--- src/rtl/theta_gen_pkg.sv ---
// Shared constants, FSM state type and the wrapped phase adder
// for the theta phase generator.
package theta_gen_pkg;

  localparam logic [32:0] PI_FX     = 33'h0_6487_ED51;
  localparam logic [32:0] TWO_PI_FX = 33'h0_C90F_DAA2;
  localparam int DOUBLE_BIAS = 1023;
  localparam int FRAC_BITS   = 29;
  localparam int DBL_EXP_W   = 11;
  localparam int DBL_FRAC_W  = 52;

  typedef enum logic [1:0] {
    ST_IDLE,
    ST_RUN,
    ST_FLUSH
  } state_e;

  // Steps are bounded below pi, so one correction lands back in [-pi, pi).
  function automatic logic [31:0] phase_wrap_add(
    input logic [31:0] ph,
    input logic [31:0] st
  );
    logic signed [33:0] s;
    logic signed [33:0] pi_s;
    logic signed [33:0] two_pi_s;
    pi_s     = $signed({1'b0, PI_FX});
    two_pi_s = $signed({1'b0, TWO_PI_FX});
    s = $signed({{2{ph[31]}}, ph}) + $signed({{2{st[31]}}, st});
    if (s >= pi_s) begin
      s = s - two_pi_s;
    end else if (s < -pi_s) begin
      s = s + two_pi_s;
    end
    return 32'(s);
  endfunction

endpackage

--- src/rtl/fx2double.sv ---
// Two-stage exact signed fixed-point to IEEE-754 double converter
// with valid pass-through and a synchronous flush.
module fx2double
  import theta_gen_pkg::*;
#(
  parameter int IN_W = 32
) (
  input  logic            clk,
  input  logic            rst_n,
  input  logic            flush_i,
  input  logic            valid_i,
  input  logic [IN_W-1:0] fx_i,
  output logic            valid_o,
  output logic [63:0]     data_o,
  output logic [IN_W-1:0] fx_o,
  output logic            busy_o
);

  localparam int PW = $clog2(IN_W);

  logic            s2_vld_q, s2_vld_d;
  logic            s2_sign_q, s2_sign_d;
  logic [IN_W-1:0] s2_mag_q, s2_mag_d;
  logic [PW-1:0]   s2_p_q, s2_p_d;
  logic [IN_W-1:0] s2_fx_q, s2_fx_d;
  logic            out_vld_q, out_vld_d;
  logic [63:0]     out_data_q, out_data_d;
  logic [IN_W-1:0] out_fx_q, out_fx_d;

  logic [DBL_EXP_W-1:0]  exp_w;
  logic [DBL_FRAC_W-1:0] frac_w;

  always_comb begin
    s2_vld_d  = valid_i & ~flush_i;
    s2_sign_d = s2_sign_q;
    s2_mag_d  = s2_mag_q;
    s2_p_d    = s2_p_q;
    s2_fx_d   = s2_fx_q;
    if (valid_i) begin
      s2_sign_d = fx_i[IN_W-1];
      s2_mag_d  = fx_i[IN_W-1] ? (~fx_i + IN_W'(1)) : fx_i;
      s2_fx_d   = fx_i;
      s2_p_d    = '0;
      for (int i = 0; i < IN_W; i++) begin
        if (s2_mag_d[i]) s2_p_d = PW'(i);
      end
    end
  end

  // Leading one lands on bit 52 and is dropped as the hidden bit.
  always_comb begin
    exp_w  = DBL_EXP_W'(DOUBLE_BIAS - FRAC_BITS) + DBL_EXP_W'(s2_p_q);
    frac_w = DBL_FRAC_W'({s2_mag_q, {DBL_FRAC_W{1'b0}}} >> s2_p_q);
    out_vld_d  = s2_vld_q & ~flush_i;
    out_data_d = out_data_q;
    out_fx_d   = out_fx_q;
    if (s2_vld_q) begin
      out_fx_d = s2_fx_q;
      if (s2_mag_q == '0) begin
        out_data_d = '0;
      end else begin
        out_data_d = {s2_sign_q, exp_w, frac_w};
      end
    end
  end

  always_ff @(posedge clk or negedge rst_n) begin
    if (!rst_n) begin
      s2_vld_q   <= 1'b0;
      s2_sign_q  <= 1'b0;
      s2_mag_q   <= '0;
      s2_p_q     <= '0;
      s2_fx_q    <= '0;
      out_vld_q  <= 1'b0;
      out_data_q <= '0;
      out_fx_q   <= '0;
    end else begin
      s2_vld_q   <= s2_vld_d;
      s2_sign_q  <= s2_sign_d;
      s2_mag_q   <= s2_mag_d;
      s2_p_q     <= s2_p_d;
      s2_fx_q    <= s2_fx_d;
      out_vld_q  <= out_vld_d;
      out_data_q <= out_data_d;
      out_fx_q   <= out_fx_d;
    end
  end

  assign valid_o = out_vld_q;
  assign data_o  = out_data_q;
  assign fx_o    = out_fx_q;
  assign busy_o  = s2_vld_q;

endmodule

--- src/rtl/theta_phase_gen.sv ---
// Burst phase generator: wrapped Q3.29 phase ramp converted to
// IEEE-754 doubles for the downstream sin/cos stage.
module theta_phase_gen
  import theta_gen_pkg::*;
#(
  parameter int DATA_WIDTH         = 64,
  parameter int CORDIC_PHASE_WIDTH = 32,
  parameter int CNT_WIDTH          = 16
) (
  input  logic                          clk,
  input  logic                          rst_n,
  input  logic                          start,
  input  logic                          abort,
  input  logic [CORDIC_PHASE_WIDTH-1:0] phase_init,
  input  logic [CORDIC_PHASE_WIDTH-1:0] phase_step,
  input  logic [CNT_WIDTH-1:0]          num_samples,
  input  logic [CNT_WIDTH-1:0]          interval,
  output logic                          busy,
  output logic                          done,
  output logic                          Theta_valid,
  output logic [DATA_WIDTH-1:0]         Theta,
  output logic [CORDIC_PHASE_WIDTH-1:0] phase_fx
);

  localparam int PW = CORDIC_PHASE_WIDTH;
  localparam int CW = CNT_WIDTH;

  state_e        state_q, state_d;
  logic [PW-1:0] phase_q, phase_d;
  logic [PW-1:0] step_q, step_d;
  logic [CW-1:0] ivl_q, ivl_d;
  logic [CW-1:0] cnt_q, cnt_d;
  logic [CW-1:0] rem_q, rem_d;
  logic          s1_vld_q, s1_vld_d;
  logic [PW-1:0] s1_ph_q, s1_ph_d;
  logic          s1_last_q, s1_last_d;
  logic          s2_last_q, s2_last_d;
  logic          s3_last_q, s3_last_d;
  logic          zdone_q, zdone_d;
  logic          cv_busy;

  always_comb begin
    state_d   = state_q;
    phase_d   = phase_q;
    step_d    = step_q;
    ivl_d     = ivl_q;
    cnt_d     = cnt_q;
    rem_d     = rem_q;
    s1_vld_d  = 1'b0;
    s1_ph_d   = s1_ph_q;
    s1_last_d = 1'b0;
    s2_last_d = s1_vld_q & s1_last_q;
    s3_last_d = s2_last_q;
    zdone_d   = 1'b0;
    if (abort) begin
      state_d   = ST_IDLE;
      s2_last_d = 1'b0;
      s3_last_d = 1'b0;
    end else begin
      unique case (state_q)
        ST_IDLE: begin
          if (start) begin
            phase_d = phase_init;
            step_d  = phase_step;
            ivl_d   = (interval == '0) ? '0 : interval - CW'(1);
            cnt_d   = '0;
            rem_d   = num_samples;
            if (num_samples == '0) zdone_d = 1'b1;
            else                   state_d = ST_RUN;
          end
        end
        ST_RUN: begin
          if (cnt_q == '0) begin
            s1_vld_d  = 1'b1;
            s1_ph_d   = phase_q;
            s1_last_d = (rem_q == CW'(1));
            phase_d   = phase_wrap_add(phase_q, step_q);
            rem_d     = rem_q - CW'(1);
            cnt_d     = ivl_q;
            if (rem_q == CW'(1)) state_d = ST_FLUSH;
          end else begin
            cnt_d = cnt_q - CW'(1);
          end
        end
        ST_FLUSH: begin
          if (!s1_vld_q && !cv_busy) state_d = ST_IDLE;
        end
        default: state_d = ST_IDLE;
      endcase
    end
  end

  always_ff @(posedge clk or negedge rst_n) begin
    if (!rst_n) begin
      state_q   <= ST_IDLE;
      phase_q   <= '0;
      step_q    <= '0;
      ivl_q     <= '0;
      cnt_q     <= '0;
      rem_q     <= '0;
      s1_vld_q  <= 1'b0;
      s1_ph_q   <= '0;
      s1_last_q <= 1'b0;
      s2_last_q <= 1'b0;
      s3_last_q <= 1'b0;
      zdone_q   <= 1'b0;
    end else begin
      state_q   <= state_d;
      phase_q   <= phase_d;
      step_q    <= step_d;
      ivl_q     <= ivl_d;
      cnt_q     <= cnt_d;
      rem_q     <= rem_d;
      s1_vld_q  <= s1_vld_d;
      s1_ph_q   <= s1_ph_d;
      s1_last_q <= s1_last_d;
      s2_last_q <= s2_last_d;
      s3_last_q <= s3_last_d;
      zdone_q   <= zdone_d;
    end
  end

  fx2double #(
    .IN_W(PW)
  ) u_fx2double (
    .clk    (clk),
    .rst_n  (rst_n),
    .flush_i(abort),
    .valid_i(s1_vld_q),
    .fx_i   (s1_ph_q),
    .valid_o(Theta_valid),
    .data_o (Theta),
    .fx_o   (phase_fx),
    .busy_o (cv_busy)
  );

  assign done = zdone_q | (Theta_valid & s3_last_q);
  assign busy = (state_q != ST_IDLE);

endmodule

--- config.mk ---
export PLATFORM = sky130hd
export DESIGN_NAME = theta_phase_gen
export DESIGN_NICKNAME = d
export VERILOG_FILES = /design/src/rtl/theta_gen_pkg.sv /design/src/rtl/fx2double.sv /design/src/rtl/theta_phase_gen.sv
export SDC_FILE = /design/constraint.sdc
export NUM_CORES = 1
export LEC_CHECK = 0
export BUFFER_PORTS_ARGS = -buffer_cell sky130_fd_sc_hd__buf_2
export CORE_UTILIZATION = 50
export CTS_BUF_LIST = sky130_fd_sc_hd__clkbuf_4 sky130_fd_sc_hd__clkbuf_8
export DETAILED_ROUTE_END_ITERATION = 10
export GPL_TIMING_DRIVEN = 0
export PLACE_DENSITY = 0.8
export SYNTH_ARGS = -nofsm -noshare
export SYNTH_HDL_FRONTEND = slang
export SYNTH_HIERARCHICAL = 1
export SYNTH_SLANG_ARGS = --single-unit
--- constraint.sdc ---
create_clock -name clk -period 8.3 [get_ports clk]
set_input_delay 1.66 -clock clk [delete_from_list [all_inputs] [get_ports clk]]
set_output_delay 1.66 -clock clk [all_outputs]
set_load 0.02 [all_outputs]
==> impl_metrics.env <==
export IMPL_status="complete, no violations"
export IMPL_initial_utilization_pct=51.2
export IMPL_fin_setup_tns_ns=0
export IMPL_grt_pass1_wl_um=97000
export IMPL_post_place_ws_ns=3.11
export IMPL_synth_edf_count=0
export IMPL_wl_per_cell_um=20.7
export IMPL_synth_top_area_cell="dfrtp_1"
export IMPL_grt_max_degree=119
export IMPL_required_ns=8.80
export IMPL_antenna_found_initial=0
export IMPL_ys_ff_latch=294
export IMPL_dp_hpwl_um=47200
export IMPL_cts_tree="yes"
export IMPL_start_kind="register"
export IMPL_htreeDepth=2
export IMPL_clock_skew_ns=0.0330
export IMPL_setup_violations=0
export IMPL_crit_chain="ha_1 -> fa_1 -> a211oi_2 -> o211ai_1 -> a221oi_2 -> xor2_1 -> nor3_1 -> nand4_4 -> nor4_1 -> o21ai_0 -> a221oi_1 -> o32ai_1 -> xnor2_1 -> o21ai_1"
export IMPL_n_antenna_cell=0
export IMPL_synth_area_mm2=0.0194
export IMPL_synthCells=2203
export IMPL_power_frac_seq_pct=23.8
export IMPL_rsz0062_at_grt="no"
export IMPL_core_area_mm2=0.0379
export IMPL_switching_share_pct=50.9
export IMPL_fin_ws_ns=2.80
export IMPL_drv_cap=0
export IMPL_post_route_util_pct=58.7
export IMPL_area_growth_pct=14.7
export IMPL_max_stage_delay_ns=1.11
export IMPL_rows=71
export IMPL_gp_congestion=0.985
export IMPL_ioPinCount=199
export IMPL_period_minus_slack_ns=5.50
export IMPL_cts_clk_slew_worst_paths_ns=0.06
export IMPL_cts_buffers=52
export IMPL_io_buffers=177
export IMPL_max_freq_ghz=0.182
export IMPL_final_nets=2600
export IMPL_synth_flop_cell="dfrtp_1"
export IMPL_power_share_combinational_pct=62.1
export IMPL_hold_violations=0
export IMPL_async_reset_ff_share_pct=100
export IMPL_vdd_drop_max_v=0.000244
export IMPL_avgSynthCellArea_um2=8.81
export IMPL_drive_above_1_share_pct=19.5
export IMPL_synth_area_leaders="dfrtp_1, mux2_2, nand2_1, a21oi_1, nor2_1"
export IMPL_hold_class="register to register"
export IMPL_vias=18500
export IMPL_slew_violations=0
export IMPL_pwr_density_cell_mw_per_mm2=485
export IMPL_hold_buffers=0
export IMPL_cp_slowest_cell="nor4_1"
export IMPL_grt_total_usage_pct=31.3
export IMPL_slew_headroom_pct=8.19
export IMPL_pwr_share_clk_pct=14.1
export IMPL_yosysSeqAreaShare_pct=37.9
export IMPL_die_x_um=199
export IMPL_cts_resized=0
export IMPL_leakagePower_uw=0.00972
export IMPL_path_max_fanout=7
export IMPL_arrival_ns=6.00
export IMPL_cts_buffer_depth=3
export IMPL_p_switching_uw=5490
export IMPL_placed_cells=2913
export IMPL_finalCritPeriodShare_pct=66.3
export IMPL_drt_pass1_iterations=6
export IMPL_die_h_um=199
export IMPL_clk_latency_ns=0.67
export IMPL_cts_sinks=294
export IMPL_die_area_mm2=0.0396
export IMPL_cts_root_buf="clkbuf_8"
export IMPL_vias_per_cell=6.16
export IMPL_tightest_slew_ns=1.36
export IMPL_grt_overflow_total=0
export IMPL_grt_pass1_vias=18000
export IMPL_postCtsSetupRepairBufs=0
export IMPL_end_kind="register"
export IMPL_synth_top_area_share_pct=37.9
export IMPL_p_int_uw=5300
export IMPL_crit_type="register to register"
export IMPL_fillCellCount=3407
export IMPL_drc=0
export IMPL_wirelength_um=62100
export IMPL_drtIter0Drc=1587
export IMPL_ys_warnings_count=6
export IMPL_antenna_left=0
export IMPL_finalNonFillerCells=3004
export IMPL_yosysUniqueCellTypes=108
worst paths after layout:
check,start,end,slack (ns),depth (start not counted)
max,phase_q[0]$_DFFE_PN0P_,phase_q[30]$_DFFE_PN0P_,2.80,14
min,s2_last_q$_DFF_PN0_,s3_last_q$_DFF_PN0_,0.46,1
max reg2reg,phase_q[0]$_DFFE_PN0P_,phase_q[30]$_DFFE_PN0P_,2.80,14
min reg2reg,s2_last_q$_DFF_PN0_,s3_last_q$_DFF_PN0_,0.46,1
max in group asynchronous,rst_n,u_fx2double/s2_fx_q[4]$_DFFE_PN0P_,5.92,3
min in group asynchronous,rst_n,u_fx2double/fx_o[21]$_DFFE_PN0P_,0.97,1
final cells by class:
class	instances	area, µm²	area share, %
Clock inverter	17	211	0.950
Tap cell	511	639	2.87
Timing Repair Buffer	179	951	4.27
Sequential cell	294	7360	33.1
Multi-Input combinational cell	1717	11200	50.3
Buffer	171	777	3.49
Clock buffer	74	968	4.35
Inverter	41	154	0.691
stage by stage:
stage,power (µW),cell area (µm²),hold WS (ns)
2_1_floorplan,7240,19500,0.439
3_3_place_gp,8940,21000,0.447
3_5_place_dp,9070,21100,0.453
4_1_cts,10600,22300,0.465
5_1_grt,11500,22300,0.481
6_report,10800,22300,0.458
power groups by stage:
| stage | sequential, µW | combinational, µW | clock, µW |
|---|---|---|---|
| 6_report | 2570 | 6700 | 1520 |
| 4_1_cts | 2550 | 6530 | 1550 |
| 2_1_floorplan | 2530 | 4710 | 0 |
| 5_1_grt | 2630 | 7240 | 1620 |
| 3_3_place_gp | 2550 | 6390 | 0 |
| 3_5_place_dp | 2570 | 6490 | 0 |
worst max-delay path, delay by kind of cell (launching register included):
kind	cells	cell delay, ns
compound gates	7	2.02
simple gates	3	1.73
fa+ha+maj	2	0.69
xor+xnor	2	0.47
flops	1	0.44
state kept, by name, indices dropped and copies added, names as in the netlist, 2 cells and up:
register and flops:
u_fx2double/data_o 41, u_fx2double/s2_fx_q 30, cnt_q 16, u_fx2double/fx_o 32, state_q 2, ivl_q 16, u_fx2double/s2_p_q 5, step_q 32
rem_q 16, phase_q 32, u_fx2double/s2_mag_q 32, s1_ph_q 32
cells in the final DEF, fill, tap and decap left out, drive strengths merged, types with 9 or more instances in the layout:
| cell | count |
|---|---|
| xor2 | 29 |
| mux2 | 116 |
| inv | 39 |
| xnor2 | 46 |
| nand2 | 272 |
| ha | 43 |
| and2 | 15 |
| buf | 231 |
| a211oi | 15 |
| clkbuf | 193 |
| a22oi | 12 |
| o41ai | 9 |
| or4 | 13 |
| nand2b | 13 |
| dfrtp | 294 |
| o21a | 11 |
| a31oi | 24 |
| nor3b | 9 |
| mux2i | 59 |
| conb | 21 |
| a32o | 9 |
| nand4 | 20 |
| o2bb2ai | 17 |
| nor2b | 11 |
| o31ai | 20 |
| nor3 | 48 |
| nor2 | 201 |
| a32oi | 9 |
| clkinv | 15 |
| and3 | 23 |
| o22ai | 14 |
| nand3 | 46 |
| o211ai | 24 |
| a21o | 21 |
| o311ai | 10 |
| or2 | 9 |
| o21ai | 165 |
| or3 | 26 |
| nor4 | 41 |
| a21oi | 175 |
cell usage after synthesis (all sizes together) (21+ instances only):
cell type    n
xor2        29
o211ai      24
xnor2       46
buf         52
nor4        41
or3         26
a21o        21
nand2      272
nand3       46
a21oi      175
mux2i       59
dfrtp      294
nor3        48
inv         38
a31oi       24
o21ai      165
and3        23
clkbuf     119
mux2       116
nor2       201
ha          43
per-layer routing:
metal  part of all wire (%)  global-route usage [%]
met1                     40                    39.8
met2                     47                    51.9
met3                    7.9                    5.79
met4                    4.2                    13.7
met5                      0                       0
kinds of logic (layout without fill, tap and decap cells):
group / after synthesis / count (layout) / share of synthesized area (%)
xor+xnor: 75 / 75 / 3.42
mux: 179 / 179 / 10.2
fa+ha+maj: 44 / 44 / 2.87
compound gates: 636 / 636 / 22.2
other cells: 1 / 21 / 0.0193
flops: 294 / 294 / 37.9
simple gates: 762 / 762 / 18.6
buf+inv: 212 / 482 / 4.79
No activity file was read; power rests on OpenSTA's default activity.
